## src/rtl/eth_rx_frame_monitor.sv

```systemverilog
// RGMII 10/100 receive frame monitor: hunts preamble/SFD, assembles nibbles into a
// framed byte stream, and keeps saturating good/error frame counters plus last length.
module eth_rx_frame_monitor #(
   parameter int  MAX_FRAME_BYTES      = 1522,
   parameter int  MIN_PREAMBLE_NIBBLES = 2,
   parameter int  COUNT_WIDTH          = 16,
   localparam int LEN_WIDTH            = $clog2(MAX_FRAME_BYTES + 1)
) (
   input  logic                   clk_in,
   input  logic                   rst_in,
   input  logic [3:0]             rxd_in,
   input  logic                   rx_dv_in,
   output logic [7:0]             byte_out,
   output logic                   byte_valid_out,
   output logic                   sof_out,
   output logic                   eof_out,
   output logic                   frame_err_out,
   output logic [COUNT_WIDTH-1:0] frame_count_out,
   output logic [COUNT_WIDTH-1:0] error_count_out,
   output logic [LEN_WIDTH-1:0]   last_len_out,
   output logic                   busy_out
);

   localparam int PRE_WIDTH = (MIN_PREAMBLE_NIBBLES < 1) ? 1 : $clog2(MIN_PREAMBLE_NIBBLES + 1);
   localparam logic [PRE_WIDTH-1:0] PRE_MIN = PRE_WIDTH'(MIN_PREAMBLE_NIBBLES);
   localparam logic [LEN_WIDTH-1:0] LEN_MAX = LEN_WIDTH'(MAX_FRAME_BYTES);
   localparam logic [LEN_WIDTH-1:0] LEN_ONE = LEN_WIDTH'(1);

   typedef enum logic [1:0] {IDLE, PREAMBLE, DATA, DROP} state_t;

   state_t               state_reg, state_next;
   logic [PRE_WIDTH-1:0] pre_cnt_reg, pre_cnt_next;
   logic                 phase_reg, phase_next;
   logic [3:0]           low_reg, low_next;
   logic [7:0]           hold_reg, hold_next;
   logic [LEN_WIDTH-1:0] byte_cnt_reg, byte_cnt_next;

   logic byte_valid_next, sof_next, eof_next, frame_err_next;
   logic frame_inc, error_inc, len_load;
   logic is_pre, is_sfd, hold_full, at_max;
   logic [1:0] cnt_inc;

   assign is_pre    = (rxd_in == 4'h5);
   assign is_sfd    = (rxd_in == 4'hD);
   // The hold register is full exactly when at least one byte has completed.
   assign hold_full = (byte_cnt_reg != '0);
   assign at_max    = (byte_cnt_reg == LEN_MAX);

   always_ff @(posedge clk_in or posedge rst_in) begin
      if (rst_in) begin
         state_reg    <= IDLE;
         pre_cnt_reg  <= '0;
         phase_reg    <= 1'b0;
         low_reg      <= '0;
         hold_reg     <= '0;
         byte_cnt_reg <= '0;
      end else begin
         state_reg    <= state_next;
         pre_cnt_reg  <= pre_cnt_next;
         phase_reg    <= phase_next;
         low_reg      <= low_next;
         hold_reg     <= hold_next;
         byte_cnt_reg <= byte_cnt_next;
      end
   end

   always_comb begin
      state_next = state_reg;
      case (state_reg)
         IDLE: begin
            if (rx_dv_in) state_next = is_pre ? PREAMBLE : DROP;
         end
         PREAMBLE: begin
            if (!rx_dv_in)                           state_next = IDLE;
            else if (is_pre)                         state_next = PREAMBLE;
            else if (is_sfd && pre_cnt_reg >= PRE_MIN) state_next = DATA;
            else                                     state_next = DROP;
         end
         DATA: begin
            if (!rx_dv_in)                state_next = IDLE;
            else if (phase_reg && at_max) state_next = DROP;
         end
         DROP: begin
            if (!rx_dv_in) state_next = IDLE;
         end
         default: state_next = IDLE;
      endcase
   end

   always_comb begin
      pre_cnt_next    = pre_cnt_reg;
      phase_next      = phase_reg;
      low_next        = low_reg;
      hold_next       = hold_reg;
      byte_cnt_next   = byte_cnt_reg;
      byte_valid_next = 1'b0;
      sof_next        = 1'b0;
      eof_next        = 1'b0;
      frame_err_next  = 1'b0;
      frame_inc       = 1'b0;
      error_inc       = 1'b0;
      len_load        = 1'b0;
      case (state_reg)
         IDLE: begin
            pre_cnt_next = PRE_WIDTH'(1);
            if (rx_dv_in && !is_pre) error_inc = 1'b1;
         end
         PREAMBLE: begin
            if (!rx_dv_in) begin
               error_inc = 1'b1;
            end else if (is_pre) begin
               if (pre_cnt_reg != PRE_MIN) pre_cnt_next = pre_cnt_reg + PRE_WIDTH'(1);
            end else if (is_sfd && pre_cnt_reg >= PRE_MIN) begin
               phase_next    = 1'b0;
               byte_cnt_next = '0;
            end else begin
               error_inc = 1'b1;
            end
         end
         DATA: begin
            if (!rx_dv_in) begin
               // Frame end: a trailing odd nibble marks the frame bad.
               len_load = 1'b1;
               if (hold_full) begin
                  byte_valid_next = 1'b1;
                  sof_next        = (byte_cnt_reg == LEN_ONE);
                  eof_next        = 1'b1;
                  frame_err_next  = phase_reg;
                  frame_inc       = !phase_reg;
                  error_inc       = phase_reg;
               end else begin
                  error_inc = 1'b1;
               end
            end else if (!phase_reg) begin
               low_next   = rxd_in;
               phase_next = 1'b1;
            end else begin
               phase_next = 1'b0;
               if (hold_full) begin
                  byte_valid_next = 1'b1;
                  sof_next        = (byte_cnt_reg == LEN_ONE);
               end
               if (at_max) begin
                  // Overlength: close the frame on the held byte, discard the new one.
                  eof_next       = 1'b1;
                  frame_err_next = 1'b1;
                  error_inc      = 1'b1;
                  len_load       = 1'b1;
               end else begin
                  hold_next     = {rxd_in, low_reg};
                  byte_cnt_next = byte_cnt_reg + LEN_ONE;
               end
            end
         end
         default: ;
      endcase
   end

   always_ff @(posedge clk_in or posedge rst_in) begin
      if (rst_in) begin
         byte_out       <= '0;
         byte_valid_out <= 1'b0;
         sof_out        <= 1'b0;
         eof_out        <= 1'b0;
         frame_err_out  <= 1'b0;
         last_len_out   <= '0;
         busy_out       <= 1'b0;
      end else begin
         byte_valid_out <= byte_valid_next;
         sof_out        <= sof_next;
         eof_out        <= eof_next;
         frame_err_out  <= frame_err_next;
         busy_out       <= (state_next != IDLE);
         if (byte_valid_next) byte_out <= hold_reg;
         if (len_load) last_len_out <= byte_cnt_reg;
      end
   end

   assign cnt_inc = {error_inc, frame_inc};

   genvar gi;
   generate
      for (gi = 0; gi < 2; gi++) begin : g_cnt
         logic [COUNT_WIDTH-1:0] cnt_reg;
         always_ff @(posedge clk_in or posedge rst_in) begin
            if (rst_in)
               cnt_reg <= '0;
            else if (cnt_inc[gi] && cnt_reg != '1)
               cnt_reg <= cnt_reg + COUNT_WIDTH'(1);
         end
      end
   endgenerate

   assign frame_count_out = g_cnt[0].cnt_reg;
   assign error_count_out = g_cnt[1].cnt_reg;

endmodule
```

## config.mk

```make
export PLATFORM = sky130hd
export DESIGN_NAME = eth_rx_frame_monitor
export DESIGN_NICKNAME = d
export VERILOG_FILES = /design/src/rtl/eth_rx_frame_monitor.sv
export SDC_FILE = /design/constraint.sdc
export NUM_CORES = 1
export LEC_CHECK = 0
export ABC_AREA = 1
export BUFFER_PORTS_ARGS = -buffer_cell sky130_fd_sc_hd__buf_2
export CAP_MARGIN = 10
export CORE_UTILIZATION = 60
export DETAILED_ROUTE_END_ITERATION = 10
export GPL_ROUTABILITY_DRIVEN = 0
export GPL_TIMING_DRIVEN = 0
export PLACE_DENSITY = 0.92
export SLEW_MARGIN = 20
export SYNTH_ARGS = -nofsm -noshare
export SYNTH_HDL_FRONTEND = slang
export SYNTH_SLANG_ARGS = --single-unit
```

## constraint.sdc

```tcl
create_clock -name clk_in -period 4.49 [get_ports clk_in]
set_input_delay 1.347 -clock clk_in [delete_from_list [all_inputs] [get_ports clk_in]]
set_output_delay 1.347 -clock clk_in [all_outputs]
set_load 0.05 [all_outputs]
```

[After elaboration in Yosys (flattened, before gate mapping)]
Index checks and enable logic that the tools add are counted.
Storage, ports and cells
  flip-flop bits (word level): 84
  bits of input ports: 7
  output and inout port bits: 56
  latch bits: 0
  RAM bits: 0
  memory bits (read-only): 0
  logic and storage cells: 110
  memories: 0
Operators by class
  $lt $le $gt $ge: 1
  mux-type cells: 53
  add/sub/neg operators: 4
  multiply operators: 0
  equal/unequal tests: 18
  shift operators: 0
  div/mod/pow operators: 0
  reductions and logical operators: 17
  bitwise gates (word level): 2
Operators by type and width (count)
  $mux 11: 6
  $add 16x1->16 const B: 2
  $mux 1: 32
  $ne 16x16->1 const B: 2
  $pmux 11 s2: 1
  $mux 2: 10
  $ne 2x2->1 const B: 9
  $add 11x1->11 const B: 1
  $eq 11x1->1 const B: 1
  $eq 11x11->1 const B: 1
  $reduce_bool 11->1: 1
  $pmux 2 s4: 1
  $reduce_and 4->1: 2
  $reduce_and 7->1: 1
  $reduce_bool 2->1: 3
  $logic_and 1x1->1: 5
  $reduce_and 5->1: 1
  $eq 2x2->1 const B: 2
  $eq 4x3->1 const B: 1
  $eq 4x4->1 const B: 1
  $pmux 2 s2: 1
  $pmux 1 s3: 1
  $reduce_and 3->1: 1
  $add 2x1->2 const B: 1
  6 further kinds: 8

[Logic depth before layout (Yosys ltp)]
Gate-level depths: netlist of run 1.
  depth in word-level cells: 7
  mapped depth: 13
  mapped depth without buffers: 12

[Least setup slack after synthesis of run 1]
OpenSTA, ideal clock, no wires.
  kind: input-to-reg
  from: input rxd_in[0]
  to: register g_cnt[1].cnt_reg[5], in the netlist error_count_out[5]
  data required time: 4425 ps
  setup time: 65 ps
  slack: 2060 ps
  arrival time: 2365 ps
  stages: 11
  buffers on the path: 1
  cells stage by stage: inv_1 -> nor2_1 -> nand3_1 -> nand3_1 -> nand2_1 -> nor2_1 -> nand2_4 -> nand2_4 -> buf_6 -> nand2_1 -> nand2_1
On the way
  longest elaborated chain between the ends: 7
  elaborated cells on any way between the ends: 11
  classes of those cells: 2 x eq/ne; 5 x mux; 4 x reduce/logical
Ends and longest elaborated chain
  start: declaration: RTL line 11  | input logic [3:0] rxd_in,
  $eq 4x4->1: RTL line 44  | assign is_sfd = (rxd_in == 4'hD);
  $logic_and 1x1->1: RTL line 113  | end else if (is_sfd && pre_cnt_reg >= PRE_MIN) begin
  $mux 1: RTL line 113
  $mux 1: RTL line 111  | end else if (is_pre) begin
  $mux 1: RTL line 109  | if (!rx_dv_in) begin
  $pmux 1 s3 (*): RTL line 103  | case (state_reg)
  $logic_and 1x1->1 (*): RTL line 188  | else if (cnt_inc[gi] && cnt_reg != '1)
  end signal: assignment: RTL line 189  | cnt_reg <= cnt_reg + COUNT_WIDTH'(1);
  end: declaration: RTL line 184  | logic [COUNT_WIDTH-1:0] cnt_reg;
Every way passes the cells marked *; elsewhere a longest branch is shown, timed or not.
A chain may end at the register's enable or synchronous reset.

[Final worst setup path of run 1]
  from: register g_cnt[1].cnt_reg[5], in the netlist error_count_out[5]
  to: output error_count_out[5]
RTL lines
  end: declaration: RTL line 19  | output logic [COUNT_WIDTH-1:0] error_count_out,
No word-level cell between the ends.

==> flow_summary.yaml, run 1 <==
cts:
  clk_pin_slew_ps: 90
  cts_sinks: 84
  cts_resized: 0
  cts_setup_buffers: 0
  postCtsHoldBufs: 0
  cts_buffer_depth: 2
  cts_tree: "built"
  insertion_delay_ps: 360
  cts_max_level: 3
  root_buffer: "clkbuf_8"
  numCtsBuffers: 9
pwr:
  powerDensity_nw_per_um2: 523
  pwr-share-seq_pct: 40.6
  finalPower_mw: 2.68
  intPower_mw: 1.49
  p_sw_share_pct: 44.4
  ir_drop_uv: 259
  switching_power_mw: 1.19
  pwr-share-clk_pct: 22.6
  p_comb_share_pct: 36.8
  p_leak_nw: 2.62
floorplan:
  start_util_pct: 61.6
  fp.dieH_microns: 88.1
  die_w_microns: 88.1
  io_pins: 63
  fp.coreArea_sq_um: 7210
  die_area_sq_um: 7760
  fp-row-count: 31
setup_path:
  r2r-end: "last_len_out[1]$_DFFE_PP0P_"
  crit_fanout: 6
  crit_type: "reg -> out"
  critPathBufInv: 1
  crit_path_end: "error_count_out[5]"
  path_cells: "buf_2"
  cp-end-kind: "primary output"
  cp_data_required_time_ps: 3140
  path_depth: 1
  cp_slowest_stage_delay_ps: 480
  worst-r2r-cell-count: 9
  rr_startpoint: "byte_cnt_reg[0]$_DFFE_PP0P_"
  cp_slowest_cell: "dfrtp_1"
  startpoint: "error_count_out[5]$_DFFE_PP0P_"
  critPathLaunchType: "register"
  cp_top_family: "flip-flops"
  worstPathArrival_ps: 1140
  r2r_slack_ps: 2380
synth:
  synth.most_common_cell: "nand2_1"
  yosys_warnings: 0
  ys_async_sr_fraction_pct: 100
  synth.net_count: 562
  ys_types: 34
  yosys.area.top_type: "dfrtp_1"
  synthTopCellsByCount: "nand2_1 (166), dfrtp_1 (84), inv_1 (55), nor2_1 (47), nand3_1 (44)"
  synth_area_leaders: "dfrtp_1 (47%), nand2_1 (14%), nand3_1 (5.0%)"
  syn_area_sq_um: 4440
  yosysTopAreaCellShare_pct: 47.3
  synth_seq_area_share_pct: 47.3
  ys_ff_latch: 84
  avgSynthCellArea_sq_um: 8.11
  synth_edf_count: 0
  synthFlopType: "dfrtp_1"
  synth_cells: 548
layout:
  area_growth_pct: 15.5
  nets: 636
  insertedDiodeCount: 0
  final_layout_size_suffix_gt1_share_pct: 19.5
min_path:
  min_path_type: "reg -> reg"
grt:
  grt_max_degree: 61
  first_global_vias: 3604
  grt.total_usage_pct: 27.2
  antenna_found_initial: 0
  gr-total-overflow: 0
  grt_first_pass_wirelength_mm: 16.3
sta:
  setup_viol: 0
  hold_viol: 0
  relSlewSlack_pct: 67.7
  final.setup.tns_ps: 0
  clock.fmax_ghz: 0.402
  worstMarginPinSlew_ps: 480
  fin_crit_sh_pct: 55.5
  rsz0062_at_grt: "false"
  maxSlewViolCount: 0
  fin_skew_ps: 12.2
  min_period_ps: 2490
route:
  drt_wl_total_mm: 10.1
  drtIter0Drc: 257
  num_vias: 3913
  wire_per_inst_microns: 13.9
  viasPerCell: 5.39
  firstDrtPassIters: 5
  drtAntennaViolNets: 0
  drcViolationCount: 0
placed_design:
  hpwl_mm: 7.01
  port_buffers: 62
run:
  maxCapViolCount: 0
outcome:
  status: "finished clean"
==> area by class of cell <==
type	count	area, sq um
sequential	84	2100
fill	549	2080
clock buffer	9	124
buffer	13	111
tap	99	124
clock inverter	7	98.8
multi-input combinational	392	2010
timing repair buffer	63	338
inverter	59	224
==> metrics by stage <==
step	hold slack (ps)	setup WS (ps)	area, sq um	utilization (%)	cells
after floorplan	442	978	4440	-	548
after CTS	494	1990	5130	71.1	726
after global placement	452	114	4880	67.6	709
final	490	2000	5130	71.1	726
after global routing	515	1890	5130	71.1	726
after detailed placement	459	1720	4910	68.0	710
==> worst min path at each step <==
stage	startpoint	end	slack, ps	cells after the start
3_3_place_gp	hold_reg[2]$_DFFE_PP0P_	byte_out[2]$_DFFE_PP0P_	450	2
3_5_place_dp	hold_reg[4]$_DFFE_PP0P_	byte_out[4]$_DFFE_PP0P_	460	2
4_1_cts	hold_reg[2]$_DFFE_PP0P_	byte_out[2]$_DFFE_PP0P_	490	2
5_1_grt	hold_reg[2]$_DFFE_PP0P_	byte_out[2]$_DFFE_PP0P_	510	2
2_1_floorplan	hold_reg[1]$_DFFE_PP0P_	byte_out[1]$_DFFE_PP0P_	440	2
6_report	last_len_out[7]$_DFFE_PP0P_	last_len_out[7]$_DFFE_PP0P_	490	2
==> power groups by stage <==
stage | Combinational (mW) | Clock [mW] | Sequential, mW
CTS | 0.994 | 0.612 | 1.08
detailed placement | 0.984 | 0 | 1.10
global route | 1.07 | 0.650 | 1.11
floorplan | 0.352 | 0 | 1.48
finish | 0.988 | 0.606 | 1.09
global placement | 0.953 | 0 | 1.08
==> routing by layer <==
layer	GRT usage [%]	up-vias	wire length [microns]
met3	5.18	24	576
met5	0	-	0
met1	33.8	1857	4120
met4	9.82	0	165
li1	-	1882	-
met2	47.4	150	5240
==> cells in the final DEF (no fill, tap or decap), types with 3 or more instances in the layout <==
cell      count
buf_2        64
buf_4         3
buf_6         5
clkbuf_8      9
dfrtp_1      84
ha_1          7
inv_1        54
inv_2         3
nand2_1     166
nand2_2       7
nand3_1      44
nand4_1       7
nor2_1       47
nor3_1       11
o21ai_0      34
o21ai_1       7
o21ai_2      11
xnor2_1       9
xor2_1       25
==> cells by family after synthesis <==
group           Yosys count  synth area share [%]
compound gates           55                  7.38
xor+xnor                 34                  6.70
fa+ha+maj                 7                  1.97
buf+inv                  72                  7.49
flops                    84                  47.3
simple gates            296                  29.2
No activity file was read; power rests on OpenSTA's default activity.
==> run 2: changes to the inputs <==
--- a/config.mk
+++ b/config.mk
@@ -8,11 +8,11 @@
 export ABC_AREA = 1
 export BUFFER_PORTS_ARGS = -buffer_cell sky130_fd_sc_hd__buf_2
 export CAP_MARGIN = 10
-export CORE_UTILIZATION = 60
+export CORE_UTILIZATION = 57
 export DETAILED_ROUTE_END_ITERATION = 10
 export GPL_ROUTABILITY_DRIVEN = 0
 export GPL_TIMING_DRIVEN = 0
-export PLACE_DENSITY = 0.92
+export PLACE_DENSITY = 0.88
 export SLEW_MARGIN = 20
 export SYNTH_ARGS = -nofsm -noshare
 export SYNTH_HDL_FRONTEND = slang
==> constraint.sdc (replaced) <==
create_clock -name clk_in -period 2.5 [get_ports clk_in]
set_input_delay 0.75 -clock clk_in [delete_from_list [all_inputs] [get_ports clk_in]]
set_output_delay 0.75 -clock clk_in [all_outputs]
set_load 0.05 [all_outputs]
==> run 2 against run 1 <==
Net effect:
- core utilization decreased by 1.2 points
- via count increased by 0.36%
- final area increased by 0.93%
- sequential cell count unchanged
- first-iteration DRC count decreased by 18%
- global-route usage decreased by 0.85 points
- critical path depth increased by 11
- routed wire length about the same
- worst hold slack got worse by 80 ps
- critical path type is now reg -> reg
- largest cell class unchanged
- highest routed layer unchanged
==> flow_summary.yaml, run 2 (synthesized netlist as in run 1, its figures left out) <==
outcome:
  status: "finished clean"
floorplan:
  fp-row-count: 31
  die_area_sq_um: 8150
  fp.dieH_microns: 90.3
  fp.coreArea_sq_um: 7410
  io_pins: 63
  start_util_pct: 60.0
  die_w_microns: 90.3
route:
  drtIter0Drc: 211
  viasPerCell: 5.40
  drtAntennaViolNets: 0
  firstDrtPassIters: 5
  wire_per_inst_microns: 13.9
  drt_wl_total_mm: 10.1
  drcViolationCount: 0
  num_vias: 3927
sta:
  rsz0062_at_grt: "false"
  min_period_ps: 2070
  maxSlewViolCount: 0
  clock.fmax_ghz: 0.483
  hold_viol: 0
  final.setup.tns_ps: 0
  fin_skew_ps: 14.5
  fin_crit_sh_pct: 82.8
  relSlewSlack_pct: 67.8
  worstMarginPinSlew_ps: 482
  setup_viol: 0
layout:
  filler_cell_count: 571
  insertedDiodeCount: 0
  final_cell_mix: "nand2_1 (166), dfrtp_1 (84), buf_2 (64)"
  area_growth_pct: 16.5
  design_area_sq_um: 5180
  mostFrequentLayoutCell: "nand2_1"
  nets: 637
  final_layout_size_suffix_gt1_share_pct: 19.6
placed_design:
  port_buffers: 62
  hpwl_mm: 7.26
  place_area_sq_um: 4920
pwr:
  powerDensity_nw_per_um2: 955
  ir_drop_uv: 363
  p_leak_nw: 2.64
cts:
  numCtsBuffers: 9
  cts_tree: "built"
  cts_setup_buffers: 0
  cts_max_level: 3
  postCtsHoldBufs: 0
  cts_buffer_depth: 2
  cts_sinks: 84
  insertion_delay_ps: 350
  root_buffer: "clkbuf_8"
  clk_pin_slew_ps: 90
  cts_resized: 0
setup_path:
  r2r-end: "error_count_out[0]$_DFFE_PP0P_"
  rr_startpoint: "byte_cnt_reg[0]$_DFFE_PP0P_"
  critPathLaunchType: "register"
  cp_data_required_time_ps: 2740
  r2r_slack_ps: 430
  cp-end-kind: "register"
  crit_fanout: 10
  startpoint: "byte_cnt_reg[0]$_DFFE_PP0P_"
  crit_type: "reg -> reg"
  worstPathArrival_ps: 2310
  worst-r2r-cell-count: 12
min_path:
  min_path_type: "in -> async"
grt:
  first_global_vias: 3869
  grt.total_usage_pct: 26.4
  antenna_found_initial: 0
  gr-total-overflow: 0
  grt_first_pass_wirelength_mm: 17.4
  grt_max_degree: 36
run:
  maxCapViolCount: 0
run 2: cell type report:
class | instances | area, sq um | area share [%]
flip-flops and latches | 84 | 2100 | 40.6
multi-input cells | 392 | 2010 | 38.8
repair buffers | 64 | 350 | 6.76
inverters | 59 | 225 | 4.35
clock buffers | 10 | 138 | 2.66
well taps | 99 | 124 | 2.39
clock inverters | 6 | 119 | 2.30
plain buffers | 13 | 111 | 2.15
run 2: per-layer routing:
metal | vias to the layer above | track usage (%) | wire length (microns)
met1 | 1884 | 33.1 | 4220
met3 | 24 | 5.64 | 497
met4 | 0 | 10.6 | 187
met2 | 133 | 44.3 | 5200
li1 | 1886 | - | -
met5 | - | 0 | 0
run 2: how the worst max path moves through the flow:
stage                                      to  slack, ps
6_report       error_count_out[0]$_DFFE_PP0P_        430
5_1_grt               hold_reg[7]$_DFFE_PP0P_        260
4_1_cts        error_count_out[0]$_DFFE_PP0P_        450
3_5_place_dp                sof_out$_DFF_PP0_        330
3_3_place_gp      last_len_out[6]$_DFFE_PP0P_        250
2_1_floorplan  error_count_out[5]$_DFFE_PP0P_        510
run 2: critical path, stage by stage (launching register included):
cell and delay, ps:
dfrtp_1 440, inv_1 200, ha_1 170, nand2_1 50, nor2_1 130, nand3_2 160
a21oi_4 230, nand2_2 90, nand2_4 120, nand2_4 90, buf_6 160, nand2_1 60
nand2_1 50
run 2: where the power goes:
group | internal [mW] | switching [mW] | total [mW] | leakage (nW)
combinational | 0.445 | 1.34 | 1.79 | 1.41
sequential | 1.67 | 0.279 | 1.95 | 1.11
clock | 0.703 | 0.511 | 1.21 | 0.129
run 2: through the flow:
| stage | cells | hold WS, ps | worst slack (ps) | util (%) | total power [mW] |
|---|---|---|---|---|---|
| floorplan | 548 | 442 | 511 | - | 3.29 |
| global placement | 709 | 458 | 250 | 65.9 | 3.66 |
| detailed placement | 711 | 456 | 335 | 66.4 | 3.75 |
| CTS | 727 | 414 | 452 | 69.9 | 4.96 |
| global route | 727 | 422 | 264 | 69.9 | 5.19 |
| finish | 727 | 410 | 429 | 69.9 | 4.94 |
==> run 3: changes to the inputs <==
--- a/config.mk
+++ b/config.mk
@@ -5,14 +5,14 @@
 export SDC_FILE = /design/constraint.sdc
 export NUM_CORES = 1
 export LEC_CHECK = 0
-export ABC_AREA = 1
+export ABC_AREA = 0
 export BUFFER_PORTS_ARGS = -buffer_cell sky130_fd_sc_hd__buf_2
 export CAP_MARGIN = 10
-export CORE_UTILIZATION = 57
+export CORE_UTILIZATION = 51
 export DETAILED_ROUTE_END_ITERATION = 10
 export GPL_ROUTABILITY_DRIVEN = 0
 export GPL_TIMING_DRIVEN = 0
-export PLACE_DENSITY = 0.88
+export PLACE_DENSITY = 0.85
 export SLEW_MARGIN = 20
 export SYNTH_ARGS = -nofsm -noshare
 export SYNTH_HDL_FRONTEND = slang
==> constraint.sdc (replaced) <==
create_clock -name clk_in -period 1.7 [get_ports clk_in]
set_input_delay 0.51 -clock clk_in [delete_from_list [all_inputs] [get_ports clk_in]]
set_output_delay 0.51 -clock clk_in [all_outputs]
set_load 0.05 [all_outputs]
==> run 3 against run 2 <==
Net effect:
- largest cell class is now multi-input gates
- clock-buffer cell count is 1 lower
- synthesized cell count is 39% lower
- sequential cell count stayed put
- largest power group is now combinational logic
- cell count is 23% lower
- the flow now finishes with violations (setup timing)
- combinational power is 64% higher
- sequential power is 47% higher
- via count is 17% lower
- fmax is 11% lower
==> flow_summary.yaml, run 3 <==
sta:
  maxSlewViolCount: 0
  rsz0062_at_grt: "true"
  setup_viol: 75
  hold_viol: 0
  relSlewSlack_pct: 59.7
  min_period_ps: 2320
  clock.fmax_ghz: 0.431
  fin_skew_ps: 11.0
  fin_crit_sh_pct: 137
  whs_ps: 170
  worstMarginPinSlew_ps: 603
  worst_slack_ps: -623
grt:
  grt.total_usage_pct: 25.6
  grt_max_degree: 34
  first_global_vias: 3141
  grt_first_pass_wirelength_mm: 14.9
  gr-total-overflow: 0
  antenna_found_initial: 0
synth:
  synth.net_count: 350
  synth_area_leaders: "dfrtp_1 (54%), mux2_2 (8.4%), xnor2_1 (6.3%)"
  ys_async_sr_fraction_pct: 100
  syn_area_sq_um: 3860
  synthTopCellsByCount: "dfrtp_1 (84), mux2_2 (29), xnor2_1 (28), nand2_1 (27), nor2_1 (16)"
  synthSimpleGateAreaFrac_pct: 17.2
  synthXorXnorAreaFrac_pct: 7.02
  synth_edf_count: 0
  yosys.area.top_type: "dfrtp_1"
  synth_compound_area_share_pct: 8.35
  avgSynthCellArea_sq_um: 11.5
  synth_seq_area_share_pct: 54.4
  ys_types: 46
  synth.mux.area_fraction_pct: 8.74
  synthFlopType: "dfrtp_1"
  yosysTopAreaCellShare_pct: 54.4
  yosys_warnings: 0
  synthAdderAreaFrac_pct: 2.27
  synth.most_common_cell: "dfrtp_1"
  ys_ff_latch: 84
  synth_top_family_by_area: "simple AND/OR/NAND/NOR gates"
  synth_cells: 336
route:
  viasPerCell: 5.84
  num_vias: 3254
  met1_length_mm: 3.94
  drtAntennaViolNets: 0
  firstDrtPassIters: 5
  drtIter0Drc: 245
  met2WireLength_mm: 5.47
  wire_per_inst_microns: 18.5
  drt_wl_total_mm: 10.3
  drcViolationCount: 0
  top_layer_used: "met4"
  dr_wl_met3_microns: 519
layout:
  seq_area_sq_um: 2110
  nets: 467
  final_cell_mix: "dfrtp_1 (79), buf_2 (61), buf_4 (25)"
  area_growth_pct: 40.3
  multiInputGateArea_sq_um: 2130
  filler_cell_count: 454
  mostFrequentLayoutCell: "dfrtp_1"
  final_layout_size_suffix_gt1_share_pct: 48.7
  final_util_pct: 74.4
  insertedDiodeCount: 0
pwr:
  p_sw_share_pct: 40.6
  p_leak_nw: 2.52
  powerDensity_nw_per_um2: 1360
  p_comb_share_pct: 39.8
  pwr-share-clk_pct: 21.6
  intPower_mw: 4.39
  pwr-share-seq_pct: 38.6
  switching_power_mw: 3.01
  ir_drop_uv: 1370
outcome:
  failed_checks: "setup timing"
  status: "finished, violations left"
cts:
  insertion_delay_ps: 370
  cts_max_level: 3
  cts_buffer_depth: 2
  cts_sinks: 84
  root_buffer: "clkbuf_8"
  cts_tree: "built"
  clk_pin_slew_ps: 90
  numCtsBuffers: 9
floorplan:
  io_pins: 63
  fp.coreArea_sq_um: 7290
  die_area_sq_um: 7930
  fp.dieH_microns: 89.1
  start_util_pct: 53.0
  die_w_microns: 89.1
  fp-row-count: 31
placed_design:
  port_buffers: 62
  hpwl_mm: 5.57
  pre_cts_ws_ps: -748
min_path:
  min_path_type: "in -> async"
setup_path:
  critPathLaunchType: "register"
  worstPathArrival_ps: 2600
  crit_type: "reg -> reg"
  cp_data_required_time_ps: 1980
  cp-end-kind: "register"
  crit_fanout: 7
run:
  maxCapViolCount: 0
==> run 3: cell count changes after synthesis, moves of 11 or more <==
cell	change
and3_1	+13
inv_1	-44
mux2_2	+29
nand2_1	-139
nand3_1	-29
nor2_1	-31
o21ai_0	-21
o21ai_2	-11
xnor2_1	+19
xor2_1	-22
==> run 3: timing repair <==
action / CTS / global route
endpoints found under the setup margin: 79 / 81
gates resized for setup: 50 / 57
setup buffers: 27 / 14
pin swaps: 24 / 28
gates cloned: 3 / 0
hold buffers: 0 / 0
==> run 3: routing by layer <==
metal	GRT usage, %	up-vias
met2	44.4	143
met4	14.7	0
met3	6.28	42
met1	28.8	1619
li1	-	1450
met5	0	-
==> run 3: power by group through the flow <==
stage,Clock (mW),Sequential [mW],Combinational (mW)
floorplan,0,3.70,0.858
global placement,0,2.81,2.20
detailed placement,0,2.85,2.26
CTS,1.61,2.81,2.62
global route,1.71,2.92,3.11
finish,1.60,2.86,2.94
==> run 3: cell families (layout without fill, tap and decap cells) <==
logic type	after synthesis	in the layout
adders and majority gates	7	7
DFF	84	84
AOI/OAI and AO/OA	43	43
and+or+nand+nor	122	123
xor gates and xnor gates	31	31
buffers and inverters	19	140
muxes	30	30
==> run 3: layout make-up <==
| class | count | share of cell area (%) |
|---|---|---|
| Tap cell | 99 | 2.28 |
| Sequential cell | 84 | 38.9 |
| Clock inverter | 7 | 1.82 |
| Timing Repair Buffer | 106 | 13.7 |
| Inverter | 11 | 0.831 |
| Buffer | 7 | 1.04 |
| Clock buffer | 9 | 2.28 |
| Multi-Input combinational cell | 234 | 39.2 |
==> run 3: worst paths after layout <==
check	from	to	slack (ps)	cells past startpoint
setup / recovery	byte_cnt_reg[7]$_DFFE_PP0P_	error_count_out[12]$_DFFE_PP0P_	-620	7
hold / removal	rst_in	error_count_out[7]$_DFFE_PP0P_	170	2
setup reg to reg	byte_cnt_reg[7]$_DFFE_PP0P_	error_count_out[12]$_DFFE_PP0P_	-620	7
hold reg to reg	error_count_out[9]$_DFFE_PP0P_	error_count_out[9]$_DFFE_PP0P_	490	1
max in group asynchronous	rst_in	hold_reg[0]$_DFFE_PP0P_	790	4
min in group clk_in	rxd_in[1]	hold_reg[5]$_DFFE_PP0P_	430	2
==> run 3: worst max-delay path, stage by stage, from the launching register on <==
cell and delay, ps:
dfrtp_1 470, or4_4 580, o31a_1 350, o32ai_4 260
buf_12 160, buf_8 110, nand4_1 90, xnor2_1 210
==> run 3: metrics by stage <==
step / setup TNS, ps / area (sq um) / total power [mW] / instances
floorplan: -14740 / 3960 / 4.55 / 336
global placement: -58740 / 4390 / 5.01 / 497
detailed placement: -34570 / 4430 / 5.11 / 499
CTS: -22610 / 5110 / 7.04 / 544
global route: -39460 / 5420 / 7.74 / 557
finish: -34550 / 5420 / 7.40 / 557
